===== src/rtl/chip8_mem_arbiter.sv =====
// N-channel fixed/round-robin arbiter onto one single-port memory; issue 1 cycle after grant, response 2+MEM_LAT cycles after grant.
// One grant per cycle; ungranted clients see ready low and must hold or drop their request (nothing is latched).
module chip8_mem_arbiter #(
  parameter int N_CH    = 3,
  parameter int ADDR_W  = 12,
  parameter int DATA_W  = 8,
  parameter int TYPE_W  = 2,
  parameter int MEM_LAT = 2,
  parameter int RR_MODE = 1
) (
  input  logic                     clk_in,
  input  logic                     rst_in,
  input  logic [N_CH-1:0]          ch_valid_in,
  input  logic [N_CH-1:0]          ch_we_in,
  input  logic [N_CH*ADDR_W-1:0]   ch_addr_in,
  input  logic [N_CH*DATA_W-1:0]   ch_data_in,
  input  logic [N_CH*TYPE_W-1:0]   ch_type_in,
  output logic [N_CH-1:0]          ch_ready_out,
  output logic [N_CH-1:0]          ch_valid_out,
  output logic [DATA_W-1:0]        ch_data_out,
  output logic                     mem_valid_out,
  output logic                     mem_we_out,
  output logic [ADDR_W-1:0]        mem_addr_out,
  output logic [DATA_W-1:0]        mem_data_out,
  output logic [TYPE_W-1:0]        mem_type_out,
  input  logic [DATA_W-1:0]        mem_data_in
);

  localparam int CH_W  = (N_CH > 1) ? $clog2(N_CH) : 1;
  localparam int SCN_W = CH_W + 1;

  typedef struct packed {
    logic            vld;
    logic [CH_W-1:0] ch;
    logic            we;
  } tag_t;

  logic              running;
  logic [CH_W-1:0]   rr_ptr;
  logic [CH_W-1:0]   base_idx;
  logic [CH_W-1:0]   grant_idx;
  logic [CH_W-1:0]   issue_ch;
  logic              grant_vld;
  logic              accept;
  logic [SCN_W-1:0]  scan_idx;
  logic              sel_we;
  logic [ADDR_W-1:0] sel_addr;
  logic [DATA_W-1:0] sel_data;
  logic [TYPE_W-1:0] sel_type;
  tag_t              tag_pipe [MEM_LAT+1];
  tag_t              tag_tail;

  assign base_idx = (RR_MODE != 0) ? rr_ptr : '0;

  // Scan from the far end back toward base so the channel nearest base wins.
  always_comb begin
    grant_vld = 1'b0;
    grant_idx = '0;
    scan_idx  = '0;
    for (int k = N_CH - 1; k >= 0; k--) begin
      scan_idx = {1'b0, base_idx} + SCN_W'(k);
      if (scan_idx >= SCN_W'(N_CH)) scan_idx = scan_idx - SCN_W'(N_CH);
      if (ch_valid_in[scan_idx[CH_W-1:0]]) begin
        grant_vld = 1'b1;
        grant_idx = scan_idx[CH_W-1:0];
      end
    end
  end

  // Grants are held off until the first edge after reset release.
  assign accept = running & grant_vld;

  always_comb begin
    ch_ready_out = '0;
    if (accept) ch_ready_out[grant_idx] = 1'b1;
  end

  always_comb begin
    sel_we   = 1'b0;
    sel_addr = '0;
    sel_data = '0;
    sel_type = '0;
    for (int i = 0; i < N_CH; i++) begin
      if (grant_idx == CH_W'(i)) begin
        sel_we   = ch_we_in[i];
        sel_addr = ch_addr_in[i*ADDR_W +: ADDR_W];
        sel_data = ch_data_in[i*DATA_W +: DATA_W];
        sel_type = ch_type_in[i*TYPE_W +: TYPE_W];
      end
    end
  end

  assign tag_tail = tag_pipe[MEM_LAT];

  always_ff @(posedge clk_in or negedge rst_in) begin
    if (!rst_in) begin
      running       <= 1'b0;
      rr_ptr        <= '0;
      issue_ch      <= '0;
      mem_valid_out <= 1'b0;
      mem_we_out    <= 1'b0;
      mem_addr_out  <= '0;
      mem_data_out  <= '0;
      mem_type_out  <= '0;
      ch_valid_out  <= '0;
      ch_data_out   <= '0;
      for (int i = 0; i <= MEM_LAT; i++) tag_pipe[i] <= '0;
    end else begin
      running       <= 1'b1;
      mem_valid_out <= accept;
      if (accept) begin
        issue_ch     <= grant_idx;
        mem_we_out   <= sel_we;
        mem_addr_out <= sel_addr;
        mem_data_out <= sel_data;
        mem_type_out <= sel_type;
        rr_ptr       <= (grant_idx == CH_W'(N_CH - 1)) ? '0 : grant_idx + 1'b1;
      end
      // Tag enters the pipe one edge after issue, in step with the memory seeing the request.
      tag_pipe[0] <= {mem_valid_out, issue_ch, mem_we_out};
      for (int i = 1; i <= MEM_LAT; i++) tag_pipe[i] <= tag_pipe[i-1];
      ch_valid_out <= '0;
      if (tag_tail.vld) begin
        ch_valid_out[tag_tail.ch] <= 1'b1;
        ch_data_out               <= tag_tail.we ? '0 : mem_data_in;
      end
    end
  end

endmodule


===== config.mk =====
export PLATFORM = sky130hd
export DESIGN_NAME = chip8_mem_arbiter
export DESIGN_NICKNAME = d
export VERILOG_FILES = /design/src/rtl/chip8_mem_arbiter.sv
export SDC_FILE = /design/constraint.sdc
export NUM_CORES = 1
export LEC_CHECK = 0
export ABC_AREA = 1
export CORE_MARGIN = 2
export CORE_UTILIZATION = 42
export DETAILED_ROUTE_END_ITERATION = 16
export HOLD_SLACK_MARGIN = 0.05
export PLACE_DENSITY_LB_ADDON = 0.15
export SYNTH_ARGS = -nofsm -noshare
export SYNTH_HDL_FRONTEND = slang
export SYNTH_SLANG_ARGS = --single-unit

===== constraint.sdc =====
create_clock -name clk_in -period 2.1 [get_ports clk_in]
set_input_delay 0.315 -clock clk_in [delete_from_list [all_inputs] [get_ports clk_in]]
set_output_delay 0.315 -clock clk_in [all_outputs]
set_load 0.005 [all_outputs]

==> results.tsv, run 1 <==
metric	value	unit
finalPower	5985	uW
placed_cells	537	
syn_inst	344	
std_cell_rows	28	
post_drt_wl_per_cell	13.01	um
r2r-end	mem_data_out[1]$_DFFE_PN0P_	
cts_root_buffer	clkbuf_8	
arrival	1.91	ns
cts_sinks	52	
initialDrtViolationCount	150	
clk_pin_slew	0.10	ns
violations	setup timing	
track_usage	0.2080	
cp_slowest_cell	dfrtp_1	
ant_nets	0	
clock_latency	0.31	ns
setup_viol	3	
leakage	0.002082	uW
ios	120	
cts_tree	built	
use_met2	0.3754	
die-area	0.006942	mm^2
setup_ws	-0.1279	ns
synth_largest_area_cell	dfrtp_1	
crit_buf_inv	4	
path_cells	buf_4 -> ha_4 -> inv_4 -> nand2_4 -> buf_4 -> nand2_1 -> nand2_1 -> nand2_2 -> nand2_1 -> nor2_2 -> buf_2	
vdd_drop_max	0.7807	mV
drive_above_1_share	0.1604	
synth-simple-area-share	0.3774	
io_buffers	119	
fin_crit	2.228	ns
cp_num_cells	11	
slowest_delay	0.42	ns
synthesis.nets	429	
via_per_inst	4.751	
hold_path_depth	0	
hold_path_class	reg2reg	
diodes	0	
core	0.005991	mm^2
syn2layout_area_growth	61.88	%
nets	564	
endpoint_kind	output port	
synth_compound_area_frac	0.03172	
rsz0062_at_grt	true	
grt_pass1_wl	11800	um
clock_skew	0.01037	ns
r2r-start	base_idx[0]$_DFFE_PN0P_	
cp-startpoint	base_idx[0]$_DFFE_PN0P_	
avgSynthCellArea	7.682	um^2
cp_common_cell	nand2_1	
worstSetupStartpointType	flip-flop	
synth_xor_area_frac	0	
yosysSeqAreaShare	0.4924	
die_y	83.32	um
critPathRequiredTime	1.78	ns
start_util	0.4411	
cts-buffers-inserted	5	
ys_seq_elements	52	
post-route-period-util	1.061	
grt_start_max_net_pins	38	
final_area	0.004278	mm^2
finalSetupTns	-0.3007	ns
remaining_drc_errors	0	
fin_cells	555	
clock_path_buffers	2	
fmax	448.9	MHz
num_vias	2637	
routed_wl	7219	um
slew_headroom	0.6559	
synth_top_cell_area_share	0.4924	
rrSetupSlack	0.04	ns
die_w	83.32	um
synthMuxAreaShare	0	
synthAdderAreaFrac	0.01420	
gp_congestion	0.8667	
worstRegToRegCells	12	
yosys_warnings	0	
synth_top_family_by_area	simple AND/OR/NAND/NOR gates	
worstMarginPinSlew	0.5161	ns
cellPowerDensity	1399	mW/mm^2
path_delay_family	buffers and inverters	
status	finished with violations	
hold_violations	0	
gr-usage-met3	0.06362	
antenna_found_initial	0	
dr.pass1.iters	4	
slew_violations	0	
placed_cell_area	0.003948	mm^2
grt_busiest_layer	met2	
netlist_area	0.002643	mm^2
grt_use_met1	0.2372	
ys_types	23	
max-cap-violations	0	
criticalPathCategory	reg2out	
endpoint	ch_ready_out[0]	
cp_max_fo	5	
grt_pass1_vias	2622	
dp_hpwl	5159	um
synthTopCellsByArea	dfrtp_1, nand2_1, nand3_1	
grt-ovfl-total	0	
htree_levels	2	
==> state kept, by name, indices dropped and copies added (netlist names) <==
signal	cells
mem_addr_out	12
tag_pipe	12
ch_data_out	8
mem_data_out	8
ch_valid_out	3
base_idx	2
issue_ch	2
mem_type_out	2
mem_valid_out	1
mem_we_out	1
running	1
==> layer usage <==
layer  vias to the layer above  routed length, um
met4                         0                 92
met2                        83               3567
met3                         9                522
li1                       1349                  -
met5                         -                  0
met1                      1196               3037
==> worst register-to-register path, stage by stage, from the launching register on <==
cell and delay (ns):
dfrtp_1 0.42, inv_2 0.10, ha_4 0.23, inv_6 0.08, nand3_2 0.12, nand2_1 0.09, nand2_1 0.06, nand2_1 0.07
nand2_2 0.08, buf_4 0.24, or2_2 0.31, nand4_1 0.09, nand2_1 0.06
==> layout make-up <==
type | instances | area (um^2)
flip-flops and latches | 52 | 1303
inverters | 29 | 116.4
multi-input cells | 246 | 1246
well taps | 75 | 93.84
fillers | 492 | 1713
clock inverters | 3 | 47.55
clock buffers | 5 | 68.82
repair buffers | 145 | 1403
==> power by group <==
group / switching (uW) / leakage (uW) / internal, uW
Sequential: 216 / 0.000646 / 1440
Clock: 327 / 0.0000583 / 359
Combinational: 1920 / 0.00138 / 1730
==> cells by family after synthesis <==
group,after synthesis
other,1
flip-flops,52
AO/OA/AOI/OAI,14
buffers and inverters,46
adder cells (fa/ha/maj),3
AND/OR/NAND/NOR,228
==> through the flow <==
stage	setup WS, ns	hold WS [ns]	utilization
6_report	-0.1279	0.3473	0.7141
5_1_grt	-0.2213	0.3642	0.7141
4_1_cts	-0.1172	0.3495	0.6999
3_5_place_dp	-0.3588	0.3240	0.6589
3_3_place_gp	-0.3026	0.3202	0.6589
2_1_floorplan	0.2186	0.01941	-
==> cells in the mapped netlist <==
cell,count
nand2_1,123
dfrtp_1,52
nand3_1,45
nor2_1,35
inv_1,26
o21ai_0,10
nand4_1,8
or2_2,8
buf_2,7
buf_4,6
ha_1,3
inv_2,3
nand2_4,3
buf_6,2
clkbuf_1,2
nand2_2,2
nand3_2,2
o21ai_1,2
conb_1,1
nor3_1,1
nor3b_1,1
o21ai_4,1
o21bai_1,1
==> worst min-delay path by stage <==
stage	startpoint	endpoint	slack (ns)
2_1_floorplan	rst_in	base_idx[0]$_DFFE_PN0P_	0.02
3_3_place_gp	rst_in	ch_valid_out[1]$_DFF_PN0_	0.32
3_5_place_dp	rst_in	ch_valid_out[1]$_DFF_PN0_	0.32
4_1_cts	tag_pipe[8]$_DFF_PN0_	tag_pipe[4]$_DFF_PN0_	0.35
5_1_grt	tag_pipe[8]$_DFF_PN0_	tag_pipe[4]$_DFF_PN0_	0.36
6_report	tag_pipe[8]$_DFF_PN0_	tag_pipe[4]$_DFF_PN0_	0.35
==> cells in the final DEF (no fill, tap or decap), drive strengths merged, types with 3 or more instances in the layout <==
cell type	n
nand4	8
clkbuf	5
nand2	128
clkdlybuf4s50	115
o21ai	13
nand3	47
dfrtp	52
buf	29
inv	29
ha	3
nor2	35
or2	8
==> what timing repair did <==
item	4_1_cts	5_1_grt
cloned	0	0
endpoints found under the setup margin	10	26
pin swaps	8	8
setup buffers	8	1
endpoints found under the hold margin	21	0
resized for setup	31	18
hold buffers	1	0
No activity file was read; power rests on OpenSTA's default activity.
==> run 2: changes to the inputs <==
--- a/config.mk
+++ b/config.mk
@@ -11,6 +11,7 @@
 export DETAILED_ROUTE_END_ITERATION = 16
 export HOLD_SLACK_MARGIN = 0.05
 export PLACE_DENSITY_LB_ADDON = 0.15
+export SKIP_CTS_REPAIR_TIMING = 1
 export SYNTH_ARGS = -nofsm -noshare
 export SYNTH_HDL_FRONTEND = slang
 export SYNTH_SLANG_ARGS = --single-unit
==> results.tsv, run 2 (synthesized netlist as in run 1, its figures left out) <==
metric	value	unit	change
status	finished with violations		unchanged
violations	setup timing		unchanged
hold_path_depth	0		unchanged
core	0.005991	mm^2	unchanged
post-route-period-util	1.054		was 1.061
cts-buffers-inserted	5		unchanged
nets	560		was 564
critPathRequiredTime	1.78	ns	about the same
dp_hpwl	5159	um	unchanged
cts_sinks	52		unchanged
layout_commonest_cell	nand2_1		unchanged
path_delay_family	buffers and inverters		unchanged
diodes	0		unchanged
seqCellArea	0.001301	mm^2	was 0.001303 mm^2
cp_max_fo	5		unchanged
num_vias	2616		was 2637
post_drt_wl_per_cell	12.72	um	was 13.01 um
cts_tree	built		unchanged
cp_common_cell	inv_2		was nand2_1
via_per_inst	4.748		was 4.751
grt_start_max_net_pins	38		unchanged
ios	120		unchanged
setup_viol	3		unchanged
path_cells	inv_2 -> buf_4 -> ha_4 -> inv_1 -> nand2_1 -> nand3_2 -> nand2_2 -> nand2_4 -> o21ai_4 -> inv_2 -> nand2_2 -> inv_2 -> clkbuf_2		was buf_4 -> ha_4 -> inv_4 -> nand2_4 -> buf_4 -> nand2_1 -> nand2_1 -> nand2_2 -> nand2_1 -> nor2_2 -> buf_2
criticalPathCategory	reg2out		unchanged
hold_path_class	reg2reg		unchanged
fmax	451.9	MHz	was 448.9 MHz
power_frac_comb	0.597		was 0.609
setup_ws	-0.1130	ns	was -0.1279 ns
internal-power	3423	uW	was 3527 uW
worstRegToRegCells	12		unchanged
antenna_found_initial	0		unchanged
clkPwrFrac	0.118		was 0.115
fin_cells	551		was 555
leakage	0.002050	uW	was 0.002082 uW
power_switching	2368	uW	was 2458 uW
arrival	1.90	ns	was 1.91 ns
grt_pass1_wl	11140	um	was 11800 um
die_y	83.32	um	unchanged
drive_above_1_share	0.1429		was 0.1604
placed_cells	537		unchanged
endpoint_kind	output port		unchanged
io_buffers	119		unchanged
clock_skew	0.008085	ns	was 0.01037 ns
grt-ovfl-total	0		unchanged
start_util	0.4411		unchanged
track_usage	0.1966		was 0.2080
die_w	83.32	um	unchanged
slew_violations	0		unchanged
slowest_delay	0.41	ns	was 0.42 ns
hold_violations	0		unchanged
fillers	502		was 492
swShare	0.4090		was 0.4107
cp_num_cells	13		was 11
utilization	0.6997		was 0.7141
clock_path_buffers	2		unchanged
ant_nets	0		unchanged
initialDrtViolationCount	84		was 150
remaining_drc_errors	0		unchanged
worstSetupStartpointType	flip-flop		unchanged
fin_crit	2.213	ns	was 2.228 ns
std_cell_rows	28		unchanged
slew_headroom	0.6609		was 0.6559
rsz0062_at_grt	true		unchanged
top_regs	mem_addr_out (12), tag_pipe (12)		unchanged
multi_input_area	0.001210	mm^2	was 0.001246 mm^2
power.share.sequential	0.286		was 0.277
dr.pass1.iters	4		unchanged
routed_wl	7008	um	was 7219 um
htree_levels	2		unchanged
mostFrequentLayoutCells	nand2_1, clkdlybuf4s50_1, dfrtp_1		unchanged
worstMarginPinSlew	0.5087	ns	was 0.5161 ns
cts_root_buffer	clkbuf_8		unchanged
crit_buf_inv	6		was 4
grt_pass1_vias	2494		was 2622
clock_latency	0.30	ns	was 0.31 ns
die-area	0.006942	mm^2	unchanged
clk_pin_slew	0.09	ns	was 0.10 ns
max-cap-violations	0		unchanged
vdd_drop_max	0.7811	mV	was 0.7807 mV
gp_congestion	0.8667		unchanged
cellPowerDensity	1382	mW/mm^2	was 1399 mW/mm^2
cp_slowest_cell	dfrtp_1		unchanged
syn2layout_area_growth	58.62	%	was 61.88%
run 2: layer usage:
| layer | global-route usage | part of all wire | wire length [um] |
|---|---|---|---|
| met2 | 0.3475 | 0.49 | 3425 |
| met4 | 0.05961 | 0.014 | 95 |
| met5 | 0 | 0 | 0 |
| met1 | 0.2253 | 0.42 | 2958 |
| met3 | 0.06461 | 0.075 | 528 |
run 2: final timing paths:
| path | start | to | slack, ns |
|---|---|---|---|
| worst max-delay path | base_idx[0]$_DFFE_PN0P_ | ch_ready_out[1] | -0.11 |
| worst min-delay path | tag_pipe[8]$_DFF_PN0_ | tag_pipe[4]$_DFF_PN0_ | 0.35 |
| worst max register to register | base_idx[1]$_DFFE_PN0P_ | mem_data_out[1]$_DFFE_PN0P_ | 0.10 |
| worst min register to register | tag_pipe[8]$_DFF_PN0_ | tag_pipe[4]$_DFF_PN0_ | 0.35 |
| max in group asynchronous | rst_in | mem_type_out[1]$_DFFE_PN0P_ | 1.06 |
| min in group asynchronous | rst_in | ch_valid_out[2]$_DFF_PN0_ | 0.50 |
run 2: cell type report:
class / instances / share of cell area
Clock inverter: 3 / 0.01134
Inverter: 29 / 0.02657
Clock buffer: 5 / 0.01642
Timing Repair Buffer: 141 / 0.3242
Sequential cell: 52 / 0.3104
Multi-Input combinational cell: 246 / 0.2887
Tap cell: 75 / 0.02239
run 2: power groups by stage:
stage          clock (uW)  sequential, uW  combinational [uW]
2_1_floorplan           0            1670                1920
3_3_place_gp            0            1650                3180
3_5_place_dp            0            1660                3260
4_1_cts               706            1650                3260
5_1_grt               746            1710                3820
6_report              681            1660                3460
run 2: per-stage QoR:
step                setup slack (ns)  instance area [um^2]  setup TNS (ns)  total power [uW]  hold slack (ns)
floorplan                     0.2186                  2643               0              3590          0.01941
global placement             -0.3026                  3948         -0.8994              4833           0.3202
detailed placement           -0.3588                  3948          -1.389              4919           0.3240
CTS                          -0.6544                  4064          -1.882              5621         -0.01508
global route                 -0.2423                  4192         -0.6976              6279           0.3659
finish                       -0.1130                  4192         -0.2953              5791           0.3489
